==> config.mk <==
export PLATFORM = sky130hd
export DESIGN_NAME = mul_issue_writeback
export DESIGN_NICKNAME = d
export VERILOG_FILES = /design/src/rtl/mul_issue_writeback.sv
export SDC_FILE = /design/constraint.sdc
export NUM_CORES = 1
export LEC_CHECK = 0
export ABC_AREA = 1
export BUFFER_PORTS_ARGS = -buffer_cell sky130_fd_sc_hd__buf_2
export CAP_MARGIN = 20
export CORE_MARGIN = 10
export CORE_UTILIZATION = 28
export DETAILED_ROUTE_END_ITERATION = 16
export MAX_ROUTING_LAYER = met4
export PLACE_DENSITY = 0.49
export SYNTH_ARGS = -nofsm -noshare
export SYNTH_HDL_FRONTEND = slang
export SYNTH_SLANG_ARGS = --single-unit
==> constraint.sdc <==
create_clock -name clk -period 3.5 [get_ports clk]
set_input_delay 0.35 -clock clk [delete_from_list [all_inputs] [get_ports clk]]
set_output_delay 0.35 -clock clk [all_outputs]
set_load 0.05 [all_outputs]
==> src/rtl/mul_issue_writeback.sv <==
`default_nettype none
// ============================================================================
// Module      : mul_issue_writeback
// Description : Control stage around a non-stallable pipelined multiplier.
//               Issues RV32M multiply ops, tracks them with a valid/op/tag
//               shift register aligned to the multiplier latency, selects
//               the product half and buffers results in a ready/valid FIFO.
//               Issue is gated by credits so the FIFO can never overflow.
// Revision    : 1.0 - initial release
// ============================================================================
module mul_issue_writeback #(
    parameter int MUL_LATENCY = 4,
    parameter int FIFO_DEPTH  = 4,
    parameter int TAG_W       = 5
) (
    input  logic              clk,
    input  logic              rstN,
    input  logic              flush,
    input  logic              issueValid,
    output logic              issueReady,
    input  logic [1:0]        issueOp,
    input  logic [31:0]       issueOp1,
    input  logic [31:0]       issueOp2,
    input  logic [TAG_W-1:0]  issueTag,
    output logic              mulSignOp1,
    output logic              mulSignOp2,
    output logic [31:0]       mulOp1,
    output logic [31:0]       mulOp2,
    input  logic [63:0]       mulProduct,
    output logic              resultValid,
    input  logic              resultReady,
    output logic [31:0]       resultData,
    output logic [TAG_W-1:0]  resultTag
);

    localparam int PTR_W = $clog2(FIFO_DEPTH);
    localparam int CNT_W = $clog2(FIFO_DEPTH + 1);
    localparam int CRD_W = $clog2(MUL_LATENCY + FIFO_DEPTH + 1);

    localparam logic [1:0] c_OP_MUL    = 2'd0;
    localparam logic [1:0] c_OP_MULH   = 2'd1;
    localparam logic [1:0] c_OP_MULHSU = 2'd2;

    // Tracking shift register, one entry per multiplier stage
    logic [MUL_LATENCY-1:0] r_vld;
    logic [1:0]             r_op  [MUL_LATENCY];
    logic [TAG_W-1:0]       r_tag [MUL_LATENCY];

    // Result FIFO storage and bookkeeping
    logic [31:0]            r_mem_data [FIFO_DEPTH];
    logic [TAG_W-1:0]       r_mem_tag  [FIFO_DEPTH];
    logic [PTR_W-1:0]       r_wptr;
    logic [PTR_W-1:0]       r_rptr;
    logic [CNT_W-1:0]       r_count;

    logic                   w_accept;
    logic                   w_push;
    logic                   w_pop;
    logic                   w_full;
    logic                   w_empty;
    logic [CRD_W-1:0]       w_inflight;
    logic [CRD_W-1:0]       w_used;
    logic [31:0]            w_capture;

    // Operands go straight through; the multiplier only sees them on accept cycles
    // that matter, because untracked products are never captured.
    assign mulOp1     = issueOp1;
    assign mulOp2     = issueOp2;
    assign mulSignOp1 = (issueOp == c_OP_MULH) || (issueOp == c_OP_MULHSU);
    assign mulSignOp2 = (issueOp == c_OP_MULH);

    // Count ops currently travelling through the multiplier
    always_comb begin
        w_inflight = '0;
        for (int i = 0; i < MUL_LATENCY; i++) begin
            w_inflight = w_inflight + CRD_W'(r_vld[i]);
        end
    end

    // Every accepted op owns a FIFO slot from issue until it is popped;
    // a pop frees its credit only from the following cycle.
    assign w_used     = w_inflight + CRD_W'(r_count);
    assign issueReady = rstN && !flush && (w_used < CRD_W'(FIFO_DEPTH));
    assign w_accept   = issueValid && issueReady;

    assign w_empty     = (r_count == '0);
    assign w_full      = (r_count == CNT_W'(FIFO_DEPTH));
    assign resultValid = !w_empty;
    assign w_pop       = resultValid && resultReady;
    assign w_push      = r_vld[MUL_LATENCY-1] && !flush;

    // Low half for MUL, high half for all the MULH variants
    assign w_capture = (r_op[MUL_LATENCY-1] == c_OP_MUL) ? mulProduct[31:0]
                                                         : mulProduct[63:32];

    assign resultData = w_empty ? '0 : r_mem_data[r_rptr];
    assign resultTag  = w_empty ? '0 : r_mem_tag[r_rptr];

    // Advance the tracking pipeline every cycle; flush kills all valid bits
    always_ff @(posedge clk or negedge rstN) begin
        if (!rstN) begin
            r_vld <= '0;
            for (int i = 0; i < MUL_LATENCY; i++) begin
                r_op[i]  <= '0;
                r_tag[i] <= '0;
            end
        end else begin
            r_vld[0] <= w_accept;
            r_op[0]  <= issueOp;
            r_tag[0] <= issueTag;
            for (int i = 1; i < MUL_LATENCY; i++) begin
                r_vld[i] <= r_vld[i-1];
                r_op[i]  <= r_op[i-1];
                r_tag[i] <= r_tag[i-1];
            end
            if (flush) begin
                r_vld <= '0;
            end
        end
    end

    // Write the selected product half and its tag at the FIFO tail
    always_ff @(posedge clk) begin
        if (w_push) begin
            r_mem_data[r_wptr] <= w_capture;
            r_mem_tag[r_wptr]  <= r_tag[MUL_LATENCY-1];
        end
    end

    // FIFO pointers wrap naturally because the depth is a power of two
    always_ff @(posedge clk or negedge rstN) begin
        if (!rstN) begin
            r_wptr  <= '0;
            r_rptr  <= '0;
            r_count <= '0;
        end else if (flush) begin
            r_wptr  <= '0;
            r_rptr  <= '0;
            r_count <= '0;
        end else begin
            if (w_push) begin
                r_wptr <= r_wptr + PTR_W'(1);
            end
            if (w_pop) begin
                r_rptr <= r_rptr + PTR_W'(1);
            end
            if (w_push && !w_pop) begin
                r_count <= r_count + CNT_W'(1);
            end else if (!w_push && w_pop) begin
                r_count <= r_count - CNT_W'(1);
            end
        end
    end

    // Credit gating must make a write into a full, non-draining FIFO impossible
    a_no_overflow: assert property (@(posedge clk) disable iff (!rstN)
                                    !(w_push && w_full && !w_pop));

endmodule
`default_nettype wire

==> flow_metrics.env <==
export IMPL_result_of_the_run="complete, no violations"
export IMPL_antenna_diode_count=0
export IMPL_synth_nets=799
export IMPL_critical_path_required_ns=3.15
export IMPL_initial_utilization=0.2860
export IMPL_detailroute_wirelength_met3_um=783
export IMPL_synth_cells=650
export IMPL_number_of_instances_resized_during_post_cts_repair=0
export IMPL_crit_path_start="r_rptr[0]"
export IMPL_pwr_density_cell_mw_per_mm2=765.6
export IMPL_syn_to_final_growth_pct=14.94
export IMPL_routed_wirelength_mm=17.94
export IMPL_fin_util=0.3288
export IMPL_yosys_area_share_xor_xnor=0.001096
export IMPL_vdd_ir_drop_max_mv=0.4180
export IMPL_post_cts_repair_setup_buffers=0
export IMPL_routabilityCongestion=0.6920
export IMPL_worst_setup_path_endpoint="resultTag[3]"
export IMPL_worstSetupStartpointType="flop"
export IMPL_clock_tree_htree_level_count=4
export IMPL_hold_bufs_at_cts=1
export IMPL_final_fill_count=2804
export IMPL_remaining_drcs=0
export IMPL_gr_usage_total=0.1047
export IMPL_cts_num_sinks=187
export IMPL_worst_clock_skew_ns=0.01090
export IMPL_place_detailed_hpwl_mm=11.31
export IMPL_timing_slew_headroom=0.4334
export IMPL_synth_cell_area_sq_mm=0.007990
export IMPL_synth_simple_gate_area_share=0.09380
export IMPL_highest_layer="met4"
export IMPL_viasPerCell=4.263
export IMPL_yosys_top_cell_by_area="sky130_fd_sc_hd__edfxtp_1"
export IMPL_final_period_util=0.7772
export IMPL_postRouteAntennaNets=0
export IMPL_first_pass_iters=4
export IMPL_tightest_slew_ns=0.8487
export IMPL_ys_top_cells_by_area="sky130_fd_sc_hd__edfxtp_1 (56%), sky130_fd_sc_hd__dfrtp_1 (12%), sky130_fd_sc_hd__nor2_1 (7.7%), sky130_fd_sc_hd__buf_4 (6.6%), sky130_fd_sc_hd__o21ai_0 (3.3%)"
export IMPL_synth_cell_types=28
export IMPL_ff2ff_path_depth=3
export IMPL_max_clock_path_buffers=2
export IMPL_io_buffer_count=116
export IMPL_reg2reg_setup_slack_ns=1.51
export IMPL_max_freq_mhz=367.6
export IMPL_report_final_setup_viol=0
export IMPL_critical_path_arrival_ns=2.37
export IMPL_synth_compound_area_frac=0.07391
export IMPL_final_nets=852
export IMPL_timing_final_max_slew_violations=0
export IMPL_tritoncts="yes"
export IMPL_yosys_mux_area_fraction=0.04510
export IMPL_grt_overflow_total=0
export IMPL_synth_top_area_share=0.5562
export IMPL_first_pass_grt_wire_length_mm=28.15
export IMPL_synth_adder_area_share=0.01597
export IMPL_finalHoldViolations=0
export IMPL_leakagePower_nw=3.482
export IMPL_synth_yosys_seq_area_share=0.6784
export IMPL_dr_total_vias=4664
export IMPL_dieArea_sq_mm=0.03569
export IMPL_post_synthesis_register_bit_count=187
export IMPL_finalSetupTns_ns=0
export IMPL_die_w_um=188.9
export IMPL_wl_met2_mm=8.614
export IMPL_syn_mean_instance_area_sq_um=12.29
export IMPL_reg2reg_to="r_mem_data[2][12]"
export IMPL_initialDrtViolationCount=175
export IMPL_rows=61
export IMPL_grt_max_degree=75
export IMPL_timing_hold_worst_class="primary input to flop"
export IMPL_regArea_sq_mm=0.005423
export IMPL_max_cap_viol=0
export IMPL_clkTransAtPathRegs_ns=0.07
export IMPL_timing_setup_critical_path_class="flop to output port"
export IMPL_synth_top_family_by_area="simple AND/OR/NAND/NOR gates"
export IMPL_multi_input_area_sq_mm=0.001872
export IMPL_layout_commonest_cell="sky130_fd_sc_hd__nor2_1"
export IMPL_worst_path_max_fanout=74
export IMPL_top_level_i_o_count=245
export IMPL_synth_yosys_warnings=0
export IMPL_numCtsBuffers=17
export IMPL_period_needed_ns=2.720
export IMPL_wl_met1_mm=8.198
export IMPL_worstSkewPairLatency_ns=0.43
export IMPL_critPathCaptureType="output port"
export IMPL_rsz0062_at_grt="no"
export IMPL_worst_r2r_startpoint="r_op[1]"
export IMPL_final_cell_mix="sky130_fd_sc_hd__nor2_1 (159), sky130_fd_sc_hd__edfxtp_1 (148), sky130_fd_sc_hd__buf_2 (116)"
export IMPL_die_y_um=188.9
export IMPL_first_global_vias=4983
export IMPL_wire_per_inst_um=16.40
export IMPL_grt_antenna_before_repair=0
export IMPL_share_of_layout_cells_above_drive_strength_1=0.2723
export IMPL_std_cell_core_area_sq_mm=0.02793
export IMPL_clockRootBuffer="sky130_fd_sc_hd__clkbuf_16"
[final cells by class]
class | count | area share
multi-input combinational | 347 | 0.2038
sequential | 187 | 0.5905
inverter | 22 | 0.009264
clock buffer | 23 | 0.05572
tap | 378 | 0.05150
clock inverter | 9 | 0.01049
timing repair buffer | 128 | 0.07875
[state kept, by name, summed over array words and instances (netlist names)]
name	cells
r_tag	20
r_count	3
r_op	8
r_rptr	2
r_mem_data	128
r_mem_tag	20
r_wptr	2
r_vld	4
[cell families (layout without fill, tap and decap cells)]
family	Yosys count	count (layout)
AOI/OAI and AO/OA	117	117
xor gates and xnor gates	1	1
adders and majority gates	9	9
buffers and inverters	116	182
DFF	187	187
muxes	32	32
and+or+nand+nor	188	188
[layer usage]
metal  up-vias  GRT usage
met2       119     0.1695
met3        43    0.02499
met1      2229     0.1248
met4         0    0.03907
met5         -          -
li1       2273          -
[report_power, final]
group,internal (mW),switching (mW)
clock,1.13,0.838
combinational,0.543,2.04
sequential,2.45,0.0302
[through the flow]
stage | setup slack, ns | hold slack [ns] | cells | cell area (sq um) | total power [mW]
final | 0.7799 | 0.02823 | 1094 | 9184 | 7.031
after global routing | 0.5711 | 0.005662 | 1094 | 9184 | 7.410
after CTS | 0.7399 | 0.007569 | 1094 | 9184 | 7.162
after detailed placement | 1.210 | 0.3347 | 1061 | 8566 | 5.190
after global placement | 1.211 | 0.3322 | 1061 | 8566 | 5.183
after floorplan | 0.8572 | 0.05441 | 650 | 7990 | 4.693
[worst min-delay path by stage]
stage | start | endpoint | slack [ns] | depth (start not counted)
CTS | issueTag[1] | r_tag[16] | 0.008 | 1
detailed placement | r_op[2] | r_op[0] | 0.33 | 0
floorplan | rstN | r_count[0] | 0.05 | 0
global route | issueTag[4] | r_tag[19] | 0.006 | 1
global placement | r_op[5] | r_op[3] | 0.33 | 0
finish | issueTag[1] | r_tag[16] | 0.03 | 1
[critical path, cell delays in order, from the launching register on]
cell and delay, ns:
sky130_fd_sc_hd__dfrtp_2 0.37, sky130_fd_sc_hd__buf_4 0.64, sky130_fd_sc_hd__nor2_1 0.11, sky130_fd_sc_hd__nor2_1 0.10
sky130_fd_sc_hd__o21ai_1 0.07, sky130_fd_sc_hd__a21oi_1 0.31, sky130_fd_sc_hd__buf_2 0.33
[synthesized netlist by cell type, drive strengths merged]
library cell / number
mux2: 32
nand3: 4
xnor2: 1
nor2: 165
clkbuf: 8
o21ai: 75
fa: 2
dfrtp: 39
a21oi: 41
nand2: 18
inv: 22
edfxtp: 148
a22o: 1
ha: 7
nor3b: 1
buf: 86
Power figures use the tool's default switching activity.
